### src/rtl/uart_frame_loader.sv
// Framed pixel loader: waits for SYNC_BYTE, writes IMG_SIZE*IMG_SIZE pixel words, aborts on idle timeout.
// Optional trailing checksum byte is enabled by defining FRAME_CHECKSUM_EN.
module uart_frame_loader #(
   parameter  int          DATA_WIDTH   = 16,
   parameter  int          FRAC_BITS    = 7,
   parameter  int          IMG_SIZE     = 28,
   parameter  logic [7:0]  SYNC_BYTE    = 8'hA5,
   parameter  int          TIMEOUT_CLKS = 100000,
   localparam int          N            = IMG_SIZE * IMG_SIZE,
   localparam int          AW           = $clog2(N)
) (
   input  logic                  clk,
   input  logic                  reset_n,
   input  logic                  rx_dv,
   input  logic [7:0]            rx_byte,
   input  logic                  pipe_busy,
   output logic                  pix_we,
   output logic [AW-1:0]         pix_addr,
   output logic [DATA_WIDTH-1:0] pix_data,
   output logic                  frame_loaded,
   output logic                  frame_err,
   output logic                  loading,
   output logic [15:0]           frames_ok
);

   localparam int            TW        = (TIMEOUT_CLKS > 1) ? $clog2(TIMEOUT_CLKS) : 1;
   localparam logic [TW-1:0] TIMER_MAX = TW'((TIMEOUT_CLKS > 0) ? TIMEOUT_CLKS - 1 : 0);
   localparam logic [AW-1:0] LAST_PIX  = AW'(N - 1);

`ifdef FRAME_CHECKSUM_EN
   typedef enum logic [1:0] {S_IDLE, S_PIXELS, S_CHECK} state_t;
   logic [7:0] sum_q, sum_d;
`else
   typedef enum logic [1:0] {S_IDLE, S_PIXELS} state_t;
   logic done_pend_q, done_pend_d;
`endif

   state_t                  state_q, state_d;
   logic [AW-1:0]           cnt_q, cnt_d;
   logic [TW-1:0]           timer_q, timer_d;
   logic                    pix_we_d, frame_loaded_d, frame_err_d, loading_d;
   logic [AW-1:0]           pix_addr_d;
   logic [DATA_WIDTH-1:0]   pix_data_d;
   logic [15:0]             frames_ok_d;
   logic                    timeout_hit;

   assign timeout_hit = (TIMEOUT_CLKS != 0) && (timer_q == TIMER_MAX);

   // NOTE: every variable gets a default before the case so no path leaves one unassigned (no latches).
   always_comb begin
      state_d        = state_q;
      cnt_d          = cnt_q;
      timer_d        = timer_q;
      pix_we_d       = 1'b0;
      pix_addr_d     = pix_addr;
      pix_data_d     = pix_data;
      frame_err_d    = 1'b0;
`ifdef FRAME_CHECKSUM_EN
      sum_d          = sum_q;
      frame_loaded_d = 1'b0;
`else
      done_pend_d    = 1'b0;
      frame_loaded_d = done_pend_q;
`endif
      case (state_q)
         S_IDLE: begin
            timer_d = '0;
            if (rx_dv && rx_byte == SYNC_BYTE && !pipe_busy) begin
               state_d = S_PIXELS;
               cnt_d   = '0;
`ifdef FRAME_CHECKSUM_EN
               sum_d   = '0;
`endif
            end
         end
         S_PIXELS: begin
            if (rx_dv) begin
               timer_d    = '0;
               pix_we_d   = 1'b1;
               pix_addr_d = cnt_q;
               pix_data_d = DATA_WIDTH'(rx_byte) << FRAC_BITS;
`ifdef FRAME_CHECKSUM_EN
               sum_d      = sum_q + rx_byte;
`endif
               if (cnt_q == LAST_PIX) begin
                  cnt_d = '0;
`ifdef FRAME_CHECKSUM_EN
                  state_d = S_CHECK;
`else
                  // loaded pulse lands one cycle after the final write
                  state_d     = S_IDLE;
                  done_pend_d = 1'b1;
`endif
               end else begin
                  cnt_d = cnt_q + 1'b1;
               end
            end else if (timeout_hit) begin
               state_d     = S_IDLE;
               cnt_d       = '0;
               timer_d     = '0;
               frame_err_d = 1'b1;
            end else begin
               timer_d = timer_q + 1'b1;
            end
         end
`ifdef FRAME_CHECKSUM_EN
         S_CHECK: begin
            if (rx_dv) begin
               state_d = S_IDLE;
               timer_d = '0;
               if (rx_byte == sum_q) frame_loaded_d = 1'b1;
               else                  frame_err_d    = 1'b1;
            end else if (timeout_hit) begin
               state_d     = S_IDLE;
               cnt_d       = '0;
               timer_d     = '0;
               frame_err_d = 1'b1;
            end else begin
               timer_d = timer_q + 1'b1;
            end
         end
`endif
         default: state_d = S_IDLE;
      endcase

      frames_ok_d = frames_ok;
      if (frame_loaded_d && frames_ok != 16'hFFFF) frames_ok_d = frames_ok + 16'd1;
      loading_d = (state_d != S_IDLE);
   end

   // NOTE: sequential state uses non-blocking assignments so all registers update together.
   always_ff @(posedge clk or negedge reset_n) begin
      if (!reset_n) begin
         state_q      <= S_IDLE;
         cnt_q        <= '0;
         timer_q      <= '0;
         pix_we       <= 1'b0;
         pix_addr     <= '0;
         pix_data     <= '0;
         frame_loaded <= 1'b0;
         frame_err    <= 1'b0;
         loading      <= 1'b0;
         frames_ok    <= '0;
`ifdef FRAME_CHECKSUM_EN
         sum_q        <= '0;
`else
         done_pend_q  <= 1'b0;
`endif
      end else begin
         state_q      <= state_d;
         cnt_q        <= cnt_d;
         timer_q      <= timer_d;
         pix_we       <= pix_we_d;
         pix_addr     <= pix_addr_d;
         pix_data     <= pix_data_d;
         frame_loaded <= frame_loaded_d;
         frame_err    <= frame_err_d;
         loading      <= loading_d;
         frames_ok    <= frames_ok_d;
`ifdef FRAME_CHECKSUM_EN
         sum_q        <= sum_d;
`else
         done_pend_q  <= done_pend_d;
`endif
      end
   end

endmodule
### config.mk
export PLATFORM = sky130hd
export DESIGN_NAME = uart_frame_loader
export DESIGN_NICKNAME = d
export VERILOG_FILES = /design/src/rtl/uart_frame_loader.sv
export SDC_FILE = /design/constraint.sdc
export NUM_CORES = 1
export LEC_CHECK = 0
export BUFFER_PORTS_ARGS = -buffer_cell sky130_fd_sc_hd__buf_2
export CAP_MARGIN = 20
export CELL_PAD_IN_SITES_DETAIL_PLACEMENT = 1
export CELL_PAD_IN_SITES_GLOBAL_PLACEMENT = 1
export CORE_UTILIZATION = 35
export CTS_CLUSTER_SIZE = 30
export DETAILED_ROUTE_END_ITERATION = 16
export PLACE_DENSITY_LB_ADDON = 0.05
export SETUP_SLACK_MARGIN = 0.1
export SLEW_MARGIN = 15
export SYNTH_ARGS = -nofsm -noshare
export SYNTH_HDL_FRONTEND = slang
export SYNTH_SLANG_ARGS = --single-unit
### constraint.sdc
create_clock -name clk -period 3.35 [get_ports clk]
set_input_delay 0.1675 -clock clk [delete_from_list [all_inputs] [get_ports clk]]
set_output_delay 0.1675 -clock clk [all_outputs]
set_load 0.01 [all_outputs]
* Word-level counts from Yosys, hierarchy flattened
Index checks and enable logic that the tools add are counted.
** Word-level totals
- Memories :: 0
- Memory bits (writable) :: 0
- Word-level logic and storage cells :: 51
- Latch bits :: 0
- Output and inout port bits :: 46
- Input bits :: 12
- Bits in registers :: 68
- Bits in read-only memories :: 0
** Cells by class
- Order comparisons :: 0
- Shift operators :: 0
- Add/subtract/negate cells :: 3
- Div/mod/pow operators :: 0
- Reduce and logical (&&, ||, !) cells :: 9
- Bitwise operators :: 0
- Multiply operators :: 0
- Equal/unequal tests :: 7
- Muxes and demuxes :: 21
** Operator list (count)
- 10-bit 2-to-1 mux :: 4
- 17-bit 2-to-1 mux :: 2
- 17-bit one-hot mux with 2 select lines :: 1
- 10-bit one-hot mux with 2 select lines :: 1
- 17-bit by 1-bit adder with 17-bit output (second input constant) :: 1
- 17-bit equality test (second input constant) :: 1
- 16-bit by 1-bit adder with 16-bit output (second input constant) :: 1
- 16-bit inequality test (second input constant) :: 1
- 10-bit by 1-bit adder with 10-bit output (second input constant) :: 1
- 10-bit equality test (second input constant) :: 1
- 8-bit equality test (second input constant) :: 1
- 1-bit 2-to-1 mux :: 8
- 2-bit 2-to-1 mux :: 4
- 2-bit one-hot mux with 2 select lines :: 1
- 2-bit nonzero test :: 2
- 1-bit logical AND :: 3
- 3-bit inequality test (second input constant) :: 1
- 3-bit AND reduction :: 1
- 2-bit by 1-bit equality test with 1-bit output (second input constant) :: 1
- 2-bit zero test :: 1
- 2-bit inequality test (second input constant) :: 1
- 2-bit AND reduction :: 1
- 1-bit zero test :: 1

* Longest topological paths before layout
Gate-level depths: netlist of the first run.
- Depth in word-level cells :: 6
- Gate-level depth with buffers :: 8
- Depth with buffers taken out :: 6

* Worst setup path after synthesis of the first run
Ideal clock, no wire load.
- Path type :: reg-to-reg
- From :: reg timer_q[0]
- To :: reg timer_q[5]
- Slack :: 1642 ps
- Library setup time :: 79 ps
- Arrival :: 1629 ps
- Required time :: 3271 ps
- Cell stages (with the launch flop) :: 8
- Path through :: dfrtp_1 -> ha_1 -> and3_1 -> and4_1 -> a31oi_2 -> buf_4 -> nand4_1 -> mux2i_1
** On the way
- Word-level cells in the longest chain between the ends :: 4
- Elaborated cells between the ends (all ways) :: 5
** RTL lines
- start: declaration :: RTL line 40 : logic [TW-1:0] timer_q, timer_d;
- start signal: assignment :: RTL line 152 : timer_q <= timer_d;
- 17-bit by 1-bit adder with 17-bit output / 17-bit equality test (equally long branches) :: RTL line 103, 47
- 17-bit 2-to-1 mux * :: RTL line 97 : end else if (timeout_hit) begin
- 17-bit 2-to-1 mux * :: RTL line 77 : if (rx_dv) begin
- 17-bit one-hot mux with 2 select lines * :: RTL line 65 : case (state_q)
Every way passes the cells marked *; elsewhere a longest branch is shown, timed or not.
A chain may end at the register's enable or synchronous reset.

* Worst setup path in the final report of the first run
- From :: reg state_q[1]
- To :: reg cnt_q[5]
** On the way
- Word-level cells in the longest chain between the ends :: 3
- Elaborated cells between the ends (all ways) :: 7
** RTL lines
- start: declaration :: RTL line 38 : state_t state_q, state_d;
- start signal: assignment :: RTL line 150 : state_q <= state_d;
- 2-bit by 1-bit equality test with 1-bit output / 2-bit zero test (equally long branches) :: RTL line 65
- 3-bit inequality test (no source line), or another cell as far along
- 3-bit AND reduction (no source line)
- end signal: assignment :: RTL line 151 : cnt_q <= cnt_d;
- end: declaration :: RTL line 39 : logic [AW-1:0] cnt_q, cnt_d;
Several ways; a longest one is shown, not always the timed one.

==> results of run 1 <==
worst min-delay path, delay by kind of cell:
| kind | cells | cell delay (ns) |
|---|---|---|
| simple gates | 2 | 0.09 |
| buf+inv | 1 | 0.08 |
worst paths after layout:
| path | end | start | depth (start not counted) |
|---|---|---|---|
| worst max-delay path | cnt_q[5] | state_q[1] | 6 |
| worst min-delay path | pix_data[11] | rx_byte[4] | 3 |
| worst max register to register | cnt_q[5] | state_q[1] | 6 |
| worst min register to register | pix_data[7] | pix_data[7] | 2 |
| max in group asynchronous | state_q[0] | reset_n | 3 |
| min in group asynchronous | pix_data[11] | reset_n | 2 |
synthesized netlist by cell type (2+ instances only):
cell type / instances
sky130_fd_sc_hd__a211o_1: 4
sky130_fd_sc_hd__and3_1: 15
sky130_fd_sc_hd__clkbuf_1: 4
sky130_fd_sc_hd__a21oi_1: 9
sky130_fd_sc_hd__mux2i_1: 5
sky130_fd_sc_hd__nand4_2: 2
sky130_fd_sc_hd__and4_1: 2
sky130_fd_sc_hd__nand4_1: 12
sky130_fd_sc_hd__xnor2_1: 7
sky130_fd_sc_hd__buf_2: 6
sky130_fd_sc_hd__o21ai_0: 10
sky130_fd_sc_hd__nand2b_1: 4
sky130_fd_sc_hd__nor3_1: 8
sky130_fd_sc_hd__nor2_1: 15
sky130_fd_sc_hd__a22o_1: 3
sky130_fd_sc_hd__ha_1: 3
sky130_fd_sc_hd__nand2_1: 79
sky130_fd_sc_hd__nor4_1: 2
sky130_fd_sc_hd__nor4_2: 2
sky130_fd_sc_hd__o311ai_0: 5
sky130_fd_sc_hd__inv_1: 10
sky130_fd_sc_hd__dfrtp_1: 68
sky130_fd_sc_hd__nand3_1: 26
sky130_fd_sc_hd__xor2_1: 8
sky130_fd_sc_hd__buf_4: 9
sky130_fd_sc_hd__or3_1: 4
sky130_fd_sc_hd__and2_1: 2
placed cells by master, fill, tap and decap left out, drive strengths merged, types with 2 or more instances in the layout:
master,instances
a211o,4
a21oi,10
a22o,3
and2,2
and3,15
and4,2
buf,52
bufinv,2
clkbuf,11
clkinv,2
conb,9
dfrtp,68
ha,3
inv,10
mux2i,5
nand2,79
nand2b,4
nand3,26
nand4,14
nor2,16
nor2b,2
nor3,9
nor4,4
o21ai,11
o311ai,5
o41ai,2
or3,4
xnor2,7
xor2,8
power by group:
part / switching, mW / leakage, nW / internal, mW / total, mW
Sequential: 0.00556 / 0.943 / 0.823 / 0.828
Clock: 0.316 / 0.109 / 0.436 / 0.752
Combinational: 0.0289 / 0.964 / 0.0113 / 0.0402
area by class of cell:
cell class              instances  area, um2  area share
repair buffers                 53        278      0.0710
multi-input cells             258       1520       0.388
flip-flops and latches         68       1700       0.435
clock inverters                 4       73.8      0.0189
well taps                     129        161      0.0412
clock buffers                  11        141      0.0361
inverters                      10       37.5     0.00959
sequential cells by signal (all words and copies together) (netlist names):
| register | flops |
|---|---|
| cnt_q | 10 |
| done_pend_q | 1 |
| pix_addr | 10 |
| pix_data | 8 |
| frame_err | 1 |
| frames_ok | 16 |
| pix_we | 1 |
| loading | 1 |
| timer_q | 17 |
| frame_loaded | 1 |
| state_q | 2 |
cell families (layout without fill, tap and decap cells):
kind of cell	Yosys count	count (layout)	synth area share
simple gates	181	181	0.274
flops	68	68	0.509
compound gates	44	44	0.102
buf+inv	30	78	0.0460
xor+xnor	15	15	0.0393
mux	6	6	0.0183
fa+ha+maj	3	3	0.0112
other cells	1	9	0.00112
timing repair:
item | 4_1_cts | 5_1_grt
endpoints found under the setup margin | 0 | 0
hold buffers | 1 | 0
hold endpoints to repair | 19 | 0
per-layer routing:
| layer | global-route usage | routed length [um] | vias to the layer above | share of wire |
|---|---|---|---|---|
| li1 | - | - | 1302 | - |
| met5 | 0 | 0 | - | 0 |
| met3 | 0.0362 | 240 | 2 | 0.031 |
| met2 | 0.279 | 3620 | 49 | 0.46 |
| met1 | 0.226 | 3960 | 1333 | 0.50 |
| met4 | 0.0475 | 38 | 0 | 0.0048 |
through the flow:
step | total power [mW] | hold WS, ns
after global routing | 1.68 | 0.0378
after floorplan | 0.862 | -0.128
final | 1.62 | 0.0367
after global placement | 0.886 | 0.141
after detailed placement | 0.886 | 0.134
after CTS | 1.66 | 0.0149
==> run summary, run 1 <==
The run finished with clean final reports. The clock slew at the register clock pins of the worst setup and hold paths is 0.08 ns. The slowest stage of the critical path is the sky130_fd_sc_hd__dfrtp_1 cell.

The number of sinks on the clock net came out at 68. The deepest clock path buffer count is 2. The floorplan step defined a core boundary enclosing 9240 um2. The largest fanout of any net on the critical path is 21.

The number of pins exceeding their max-slew limit in the final report came out at 0. From left edge to right edge, the die measures 99.8 um. The pin count of the biggest net entering global routing is 50.

Of the post-synthesis cell area, the dominant cell type holds 0.509. The fraction of synthesis flops using an asynchronous set or reset pin is 1.00. In the final layout, the share of cells above drive strength 1 is 0.200. The count of cells in the finished layout, fillers not included, comes to 533. The layout overhead on the synthesized area came out at 17.0%. The number of vias per cell is 5.04.

The row count is 35. The total wire length is 7860 um. The master cell of the clock root buffer is sky130_fd_sc_hd__clkbuf_8. The critical path launch point type is a flip-flop.

In the final routed layout, each cell accounts on average for 14.7 um. Clock skew on the completed layout was measured at 0.00621 ns. The arrival time reported for the critical path endpoint came out at 2.57 ns. The die covers 9950 um2. The post-cts resize count came out at 0. The critical path is of the reg -> reg type.

The count of cell types in the netlist is 51. The total buffers and inverters traversed by the critical path is 1. The starting utilization of the core area came out at 0.362. The routed design could run at a clock period as short as 2.31 ns. Measured on the finished design, the core utilization comes to 0.424.

The final routed DRC violation total came out at 0. TritonCTS built the clock tree. The via count of the first global-routing pass was 2681. The number of nets with antenna violations after detailed routing is 0. The register-to-register path setup slack came out at 1.04 ns.

The post-CTS setup-driven buffer insertion count came out at 0. The highest cell delay on the worst timing path is 0.63 ns. The number of diodes came out at 0. The worst slew margin relative to its limit came out at 0.512. The total of endpoints with negative setup slack in the final report is 0.

The transition at the pin with the smallest max-transition slack is 0.730 ns. In this run the mean area of a mapped cell was 9.61 um2. The number of nets at the end of the flow came out at 415. The final RePlAce weighted congestion came out at 0.760. The number of instances in the placed design came out at 517. The aggregate global-route resource usage came out at 0.170. After global routing the overflow that remains totals 0.

The class of the worst hold path is in -> reg. sky130_fd_sc_hd__dfrtp_1 takes more of the synthesized area than any other cell. The later pin in the worst-skew pair is clocked with a latency of 0.33 ns. The height of the die came out at 99.8 um. The finished cells cover 3910 um2.

The H-tree was split into 3 levels. For this run, the number of Yosys warnings is 0. Traced cell by cell, the critical path runs through nor2b_2, nand2_1, inv_1, o21ai_1, or3_1, o21ai_0. After legalization and detailed placement, the total HPWL measured 5470 um. Among all flip-flop cells after synthesis, the most frequent one is sky130_fd_sc_hd__dfrtp_1. After synthesis the netlist holds a flip-flop and latch count of 68. The tool flagged a number of max-cap violations equal to 0. Setup repair after global routing left no endpoint under its margin.

The share of the Yosys chip area taken by registers is 0.509. The peak ir drop on the vdd network came out at 0.204 mV. The worst slack at placement came out at 1.03 ns. The gate family responsible for the most delay along the worst path is simple AND/OR/NAND/NOR gates. Counting the buffers created by CTS gives 9. At the worst endpoint, the required time is 3.60 ns. The static leakage power is 2.02 nW.

The number of primary I/O pins came out at 58. The count of flip-flops with a built-in enable after synthesis came out at 0. The first global-routing pass estimated 13400 um of wire. The total via count in the routed design came out at 2686.

The power per unit of standard cell area is 414 nW/um2. Before antenna repair, the detailed router went through 4 iterations. The highest clock frequency the design can meet came out at 0.433 GHz. The final critical-path share of the clock period came out at 0.690.

The total of fill cells in the finished design came out at 1082. In the post-synthesis netlist, the biggest area contributors are sky130_fd_sc_hd__dfrtp_1, sky130_fd_sc_hd__nand2_1, sky130_fd_sc_hd__nand3_1, sky130_fd_sc_hd__and3_1, sky130_fd_sc_hd__nand4_1. The hold violation count in the final report came out at 0. The setup TNS after final layout came out at 0 ns.

After synthesis the cells add up to 3350 um2. In the synthesized netlist, the number of instances is 348. STA classifies the critical path endpoint as a flip-flop. The number of buffer cells added on primary ports came out at 49. The number of antenna violations at the first check in global routing came out at 0. The post-placement cell area came out at 3690 um2. In the post-route analysis, the smallest setup slack over all paths is 1.04 ns. The violation count after the first detailed-routing iteration came out at 81.
Power figures use the tool's default switching activity.
==> run 2, diff against run 1 <==
--- a/config.mk
+++ b/config.mk
@@ -5,6 +5,7 @@
 export SDC_FILE = /design/constraint.sdc
 export NUM_CORES = 1
 export LEC_CHECK = 0
+export ABC_AREA = 1
 export BUFFER_PORTS_ARGS = -buffer_cell sky130_fd_sc_hd__buf_2
 export CAP_MARGIN = 20
 export CELL_PAD_IN_SITES_DETAIL_PLACEMENT = 1
==> constraint.sdc (replaced) <==
create_clock -name clk -period 2.3 [get_ports clk]
set_input_delay 0.115 -clock clk [delete_from_list [all_inputs] [get_ports clk]]
set_output_delay 0.115 -clock clk [all_outputs]
set_load 0.01 [all_outputs]
==> run 2 against run 1 <==
Combinational power increased to 2.7 times the previous value. Critical path type unchanged. Sequential share of layout area decreased by 4.2 points. Cell count increased by 26%. Synthesized area increased by 13%. Worst setup slack got worse by 0.72 ns. Critical endpoint is now cnt_q[7]. Sequential power increased by 49%. Fmax increased by 16%. Via count increased by 22%. Worst hold slack got worse by 0.012 ns. Highest routed layer unchanged. Sequential cell count unchanged. Largest power group unchanged. Count of clock-buffer cells in the layout increased by 3. Largest cell class is now multi-input gates. Wire length increased by 27%.
==> run summary, run 2 <==
The static leakage power came out at 2.15 nW (+6.4%). The deepest clock path buffer count is 2 (unchanged). The number of nets with antenna violations after detailed routing came out at 0 (unchanged). The register-to-register path setup slack is 0.32 ns (-0.72 ns).

The net switching share of the total power is 0.232 (+0.0160). The average cell area after synthesis is 7.99 um2 (-17%). The final routed wire length divided by cell count was 14.8 um (+0.66%). The peak ir drop on the vdd network came out at 0.246 mV (+21%). The max-capacitance violation count is 0 (unchanged). The fraction of synthesis flops using an asynchronous set or reset pin is 1.00 (unchanged). The worst slack at placement is 0.310 ns (-0.724 ns). The worst-case clock skew is 0.00934 ns (+0.00313 ns). The total of fill cells in the finished design came out at 1316 (+22%).

Sorting the synthesized cells by area gives the leading types as sky130_fd_sc_hd__dfrtp_1, sky130_fd_sc_hd__nand2_1, sky130_fd_sc_hd__nand3_1, sky130_fd_sc_hd__inv_1, sky130_fd_sc_hd__xor2_1. The highest clock frequency the design can meet is 0.504 GHz (+16%). The hold violation count in the final report is 0 (unchanged). The count of cell types in the netlist was 35 (-31%). The final critical-path share of the clock period is 0.863 (+0.173). The via count of the first global-routing pass is 3291 (+23%). The proportion of layout cells with a drive suffix above 1 came out at 0.191 (-0.00948). The post-layout total power is 2.28 mW (+41%).

The combined area of the multi-input logic cells is 1750 um2 (+15%). The internal power is 1.75 mW (+38%). The number of cells traversed by the worst register-to-register path is 4 (-2). After synthesis, the most frequently instantiated cells are sky130_fd_sc_hd__nand2_1, sky130_fd_sc_hd__dfrtp_1, sky130_fd_sc_hd__inv_1. The net switching component of the power came out at 0.529 mW (+51%).

The reg-to-reg critical path endpoint is cnt_q[7]. The worst slack on hold paths came out at 0.0250 ns (-0.0117 ns). The number of register bits inferred by synthesis came out at 68 (unchanged). The number of vias per cell came to 4.90 (-2.9%). Compared with the post-synthesis result, the final layout area differs by 14.9%. The sequential cell area fraction in the yosys report is 0.451 (-0.0574).

The transition at the pin with the smallest max-transition slack came to 0.673 ns (-0.0567 ns). The flow ran to the end, and the final reports show no timing, DRC or antenna violations. The critical path required time is 2.53 ns (-1.07 ns). Summed over all instances, the cell type with the most area after synthesis is sky130_fd_sc_hd__dfrtp_1.

The number of buffer cells added on primary ports came out at 49 (unchanged). The first-pass GRT wire length was 16600 um (+24%). The final routed DRC violation total came out at 0 (unchanged). The path with the worst hold slack has its endpoint at pix_data[7]. The number of pins exceeding their max-slew limit in the final report came out at 0 (unchanged). The footprint of the flip-flops and latches was 1700 um2 (unchanged).

The critical path launch point type is a flip-flop. The total of endpoints with negative setup slack in the final report was 0 (unchanged). The setup TNS after final layout is 0 ns (unchanged). The largest fanout of any net on the critical path came out at 14 (-33%). The number of sinks on the clock net is 68 (unchanged). The post-layout minimum cycle time is 1.98 ns (-0.327 ns). The number of primary I/O pins is 58 (unchanged).

The post-CTS setup-driven buffer insertion count came out at 0 (unchanged). The cell count after synthesis is 472 (+36%). The area of the die came to 11200 um2 (+12%).

The total grt overflow came to 0 (unchanged). Setup repair after global routing left no endpoint under its margin. The area of the placeable core came to 10400 um2 (+12%). The sequential power share was 0.538 (+0.027). The total wire length is 9940 um (+27%). The clock slew at the register clock pins of the worst setup and hold paths came out at 0.07 ns (about the same). The arrival time reported for the critical path endpoint came out at 2.21 ns (-0.36 ns).

The flip-flop count of the largest register after layout is 17 (unchanged). The number of antenna violations at the first check in global routing was 0 (unchanged). The yosys synthesis warning count is 0 (unchanged).

The library cell used most frequently in the layout, excluding fill and tap cells, is sky130_fd_sc_hd__nand2_1. The top-area cell type share of the netlist area came out at 0.451 (-0.0574). For this run, the leading register cell type out of synthesis is sky130_fd_sc_hd__dfrtp_1. The worst setup path is captured at a flip-flop. The summed instance area of the synthesized netlist came out at 3770 um2 (+13%). The setup path with the least slack is of type reg -> reg.

In the layout the commonest cells are sky130_fd_sc_hd__nand2_1, sky130_fd_sc_hd__dfrtp_1, sky130_fd_sc_hd__buf_2. The largest registers in the layout are timer_q (17), frames_ok (16). The pin count of the biggest net entering global routing is 44 (-12%).

The violation count after the first detailed-routing iteration came to 168 (+110%). The startpoint of the worst register-to-register path is state_q[1]. The number of diodes was 0 (unchanged). The master cell of the clock root buffer is sky130_fd_sc_hd__clkbuf_8. The post-layout utilization of the core was 0.418 (-0.00573). The aggregate global-route resource usage is 0.191 (+0.0217). The height of the die came out at 106 um (+6.0%). The portion of total power attributed to the clock network came out at 0.415 (-0.049).

The number of buffers added by the clock tree synthesis step is 9 (unchanged). The final setup slack of the worst path came out at 0.315 ns (-0.723 ns). The H-tree level count came out at 3 (unchanged). The leading cell type by number of instances after synthesis is sky130_fd_sc_hd__nand2_1. The register containing the most flip-flops in the final layout is timer_q. The clock tree from TritonCTS is yes. The combinational share of power is 0.047 (+0.022). The row count is 37 (+5.7%). The number of detailed-route iterations in the first pass is 4 (unchanged). The horizontal extent of the die is 106 um (+6.0%). The post-DP HPWL is 7340 um (+34%).

The count of flip-flops with a built-in enable after synthesis is 0 (unchanged). The number of nets at the end of the flow came out at 545 (+31%). The cell count of the worst hold path came out at 3 (unchanged). The tightest min-delay check is of the in -> reg type. The power per unit of standard cell area is 526 nW/um2 (+27%). The starting utilization of the core area came to 0.364 (+0.00157). The clock latency reported for the late side of the worst-skew pair was 0.35 ns (+0.02 ns). The final RePlAce weighted congestion came out at 0.807 (+6.2%).

The worst slew margin relative to its limit is 0.551 (+0.0393). The total via count in the routed design is 3280 (+22%). The hold path startpoint is rx_byte[0].
==> run 2: per-layer routing <==
metal	GRT usage	wire, um	vias to the layer above
li1	-	-	1632
met1	0.267	5040	1582
met2	0.299	4480	54
met3	0.0272	298	12
met4	0.0744	127	0
met5	0	0	-
==> run 2: worst max-delay path by stage <==
stage | start | endpoint | slack, ns | cells after the start
floorplan | frames_ok[0] | frames_ok[14] | 0.83 | 7
CTS | state_q[1] | cnt_q[7] | 0.29 | 4
global placement | state_q[1] | done_pend_q | 0.47 | 5
detailed placement | state_q[1] | cnt_q[7] | 0.31 | 4
finish | state_q[1] | cnt_q[7] | 0.32 | 4
global route | state_q[1] | cnt_q[2] | 0.10 | 4
==> run 2: through the flow <==
| stage | instance area (um2) | std cells |
|---|---|---|
| global placement | 4110 | 651 |
| floorplan | 3800 | 480 |
| global route | 4330 | 670 |
| detailed placement | 4110 | 651 |
| finish | 4330 | 670 |
| CTS | 4330 | 670 |
==> run 2: critical path: stages (launching register included) <==
cell,delay (ns)
sky130_fd_sc_hd__dfrtp_1,0.63
sky130_fd_sc_hd__nor4_1,0.42
sky130_fd_sc_hd__nand3_1,0.48
sky130_fd_sc_hd__nand3_1,0.25
sky130_fd_sc_hd__nand2_1,0.08
==> run 2: timing repair <==
action | in CTS | in global routing
hold buffers | 4 | 0
gates resized for setup | 0 | 0
endpoints found under the hold margin | 28 | 0
==> run 2: cell families (layout without fill, tap and decap cells) <==
group / after synthesis / count (layout) / share of synthesized area
DFF: 68 / 68 / 0.451
other: 1 / 9 / 0.000994
xor gates and xnor gates: 16 / 16 / 0.0372
buffers and inverters: 70 / 124 / 0.0936
AOI/OAI and AO/OA: 37 / 37 / 0.0644
and+or+nand+nor: 277 / 277 / 0.343
adders and majority gates: 3 / 3 / 0.00995
==> run 2: cell type report <==
class / instances / area share
Inverter: 53 / 0.0476
Multi-Input combinational cell: 342 / 0.403
Clock buffer: 14 / 0.0422
Timing Repair Buffer: 56 / 0.0739
Sequential cell: 68 / 0.393
Tap cell: 136 / 0.0393
Clock inverter: 1 / 0.00116
==> run 2: power by group through the flow <==
| stage | Combinational, mW | Clock [mW] | Sequential, mW |
|---|---|---|---|
| floorplan | 0.0464 | 0 | 1.25 |
| global placement | 0.104 | 0 | 1.25 |
| detailed placement | 0.105 | 0 | 1.25 |
| CTS | 0.110 | 0.984 | 1.23 |
| global route | 0.121 | 1.03 | 1.23 |
| finish | 0.107 | 0.946 | 1.23 |
==> run 3, diff against run 2 <==
--- a/config.mk
+++ b/config.mk
@@ -10,7 +10,7 @@
 export CAP_MARGIN = 20
 export CELL_PAD_IN_SITES_DETAIL_PLACEMENT = 1
 export CELL_PAD_IN_SITES_GLOBAL_PLACEMENT = 1
-export CORE_UTILIZATION = 35
+export CORE_UTILIZATION = 42
 export CTS_CLUSTER_SIZE = 30
 export DETAILED_ROUTE_END_ITERATION = 16
 export PLACE_DENSITY_LB_ADDON = 0.05
==> run 3 against run 2 <==
Fmax increased by 6.0%. Power is 4.5% lower. Sequential share of layout area up 0.58 points. First-iteration DRC count shrank 42%. Largest power group unchanged.
==> run summary, run 3 (synthesis gave the netlist of run 2 again) <==
The number of antenna violations at the first check in global routing is 0 (unchanged). The pin count of the biggest net entering global routing came out at 69 (+57%). The post-layout minimum cycle time was 1.87 ns (-0.112 ns). The final routed wire length divided by cell count came out at 14.8 um (-0.33%). The area of the placeable core is 8720 um2 (-16%). The total of endpoints with negative setup slack in the final report is 0 (unchanged). The transition at the pin with the smallest max-transition slack is 0.591 ns (-0.0815 ns). The starting utilization of the core area came out at 0.432 (+0.0688). Setup repair after global routing left no endpoint under its margin. TritonCTS built the clock tree. The via count of the first global-routing pass is 3390 (+3.0%).

The layout overhead on the synthesized area is 13.2%. The hold violation count in the final report was 0 (unchanged). The horizontal extent of the die is 96.8 um (-8.5%).

The area of all placed cells without fillers was 4270 um2 (-1.4%). The largest registers in the layout are timer_q (17), frames_ok (16). The run finished with clean final reports. The worst hold path begins at rx_byte[5]. The most common cell after layout, fill and taps aside is sky130_fd_sc_hd__nand2_1.

The final critical-path share of the clock period is 0.814 (-0.0487). The path class of the tightest hold or removal check is in -> reg. The number of pins exceeding their max-slew limit in the final report came to 0 (unchanged). The clock slew at the register clock pins of the worst setup and hold paths came out at 0.07 ns (about the same). The total via count in the routed design is 3309 (+0.88%). The final routed DRC violation total is 0 (unchanged). The endpoint identified for the worst register-to-register timing path is cnt_q[0]. The peak ir drop on the vdd network came out at 0.231 mV (-6.2%).

The setup TNS after final layout is 0 ns (unchanged). The post-DP HPWL came out at 6900 um (-5.9%). The proportion of layout cells with a drive suffix above 1 was 0.191 (-0.000357). The total of fill cells in the finished design came out at 1111 (-16%).

STA classifies the critical path startpoint as a flip-flop. The flip-flop count of the largest register after layout is 17 (unchanged). The number of cells traversed by the worst register-to-register path came out at 4 (unchanged).

The number of detailed-route iterations in the first pass came to 4 (unchanged). The arrival time reported for the critical path endpoint is 2.11 ns (-0.10 ns). The final RePlAce weighted congestion came to 0.827 (+2.4%).

The static leakage power came to 2.13 nW (-0.58%). The area of the die came out at 9360 um2 (-16%). The total grt overflow is 0 (unchanged). The master cell of the clock root buffer is sky130_fd_sc_hd__clkbuf_8.

The register-to-register path setup slack came out at 0.43 ns (+0.11 ns). The register containing the most flip-flops in the final layout is timer_q. The clock latency reported for the late side of the worst-skew pair is 0.35 ns (about the same). The critical path required time is 2.54 ns (about the same). The post-CTS setup-driven buffer insertion count came out at 0 (unchanged). The footprint of the flip-flops and latches is 1700 um2 (unchanged).

The critical path is of the reg -> reg type. The terminating pin of the worst hold path is pix_data[12]. The highest clock frequency the design can meet came out at 0.534 GHz (+6.0%).

The deepest clock path buffer count was 2 (unchanged). The height of the die came out at 96.8 um (-8.5%). The violation count after the first detailed-routing iteration is 97 (-42%).

The total wire length came out at 9510 um (-4.3%). The first-pass GRT wire length came out at 16600 um (-0.25%). The aggregate global-route resource usage is 0.221 (+0.0293). The largest fanout of any net on the critical path is 12 (-2).

The cell count of the worst hold path came out at 3 (unchanged). The combined area of the multi-input logic cells is 1750 um2 (unchanged). The number of sinks on the clock net came out at 68 (unchanged). The number of nets with antenna violations after detailed routing is 0 (unchanged). The number of buffer cells added on primary ports came to 49 (unchanged). The max-capacitance violation count came out at 0 (unchanged).

The number of diodes came out at 0 (unchanged). The post-placement cell area came out at 4070 um2 (-0.85%). The number of primary I/O pins is 58 (unchanged).

The number of buffers added by the clock tree synthesis step is 9 (unchanged). The H-tree level count came out at 3 (unchanged). STA classifies the critical path endpoint as a flip-flop.

The number of nets at the end of the flow is 545 (unchanged). The number of vias per cell was 5.15 (+5.1%). The power per unit of standard cell area came out at 510 nW/um2 (-3.1%). In the layout the commonest cells are sky130_fd_sc_hd__nand2_1, sky130_fd_sc_hd__dfrtp_1, sky130_fd_sc_hd__buf_2. The worst slew margin relative to its limit is 0.605 (+0.0537). The worst-case clock skew came out at 0.0136 ns (+0.00422 ns). The row count is 34 (-8.1%).

The worst register-to-register path begins at state_q[1].
==> run 3: cell count changes in the layout (fill, tap and decap cells not counted) <==
cell	change
sky130_fd_sc_hd__clkbuf_1	+1
sky130_fd_sc_hd__clkinv_4	+1
sky130_fd_sc_hd__clkinv_2	+3
sky130_fd_sc_hd__clkbuf_8	-4
==> run 3: per-layer routing <==
metal | track usage | wire length (um) | vias to the layer above
met5 | 0 | 0 | -
li1 | - | - | 1625
met4 | 0.0689 | 102 | 0
met3 | 0.0361 | 278 | 9
met2 | 0.347 | 4500 | 60
met1 | 0.312 | 4620 | 1615
==> run 3: through the flow <==
step | total power [mW] | hold WS (ns) | util | setup slack [ns] | std cells
detailed placement | 1.35 | 0.174 | 0.467 | 0.391 | 623
finish | 2.18 | 0.0405 | 0.490 | 0.427 | 643
floorplan | 1.30 | -0.181 | - | 0.832 | 480
CTS | 2.21 | 0.0279 | 0.490 | 0.384 | 643
global placement | 1.35 | 0.174 | 0.467 | 0.436 | 623
global route | 2.27 | 0.0363 | 0.490 | 0.159 | 643
==> run 3: what timing repair did <==
action | CTS | global route
hold buffers | 4 | 0
resized for setup | 0 | 0
hold endpoints to repair | 71 | 0
==> run 3: power by group <==
group / total [mW] / internal, mW / switching (mW)
sequential: 1.22 / 1.21 / 0.0135
clock: 0.844 / 0.386 / 0.458
combinational: 0.108 / 0.0373 / 0.0704
==> run 3: layout make-up <==
| cell class | instances | share of cell area |
|---|---|---|
| sequential | 68 | 0.398 |
| tap | 108 | 0.0316 |
| clock buffer | 11 | 0.0308 |
| timing repair buffer | 56 | 0.0750 |
| multi-input combinational | 342 | 0.409 |
| inverter | 53 | 0.0483 |
| clock inverter | 5 | 0.00674 |
==> run 3: worst max path at each step <==
| stage | from | to | slack, ns |
|---|---|---|---|
| floorplan | frames_ok[0] | frames_ok[14] | 0.83 |
| global placement | state_q[1] | cnt_q[0] | 0.44 |
| detailed placement | state_q[1] | cnt_q[0] | 0.39 |
| CTS | state_q[1] | cnt_q[0] | 0.38 |
| global route | state_q[1] | cnt_q[0] | 0.16 |
| finish | state_q[1] | cnt_q[0] | 0.43 |
==> run 3: critical path: stages (launching register included) <==
cell and delay [ns]:
sky130_fd_sc_hd__dfrtp_1 0.57, sky130_fd_sc_hd__nor4_1 0.39, sky130_fd_sc_hd__nand3_1 0.48, sky130_fd_sc_hd__nand3_1 0.26
sky130_fd_sc_hd__nand2_1 0.06
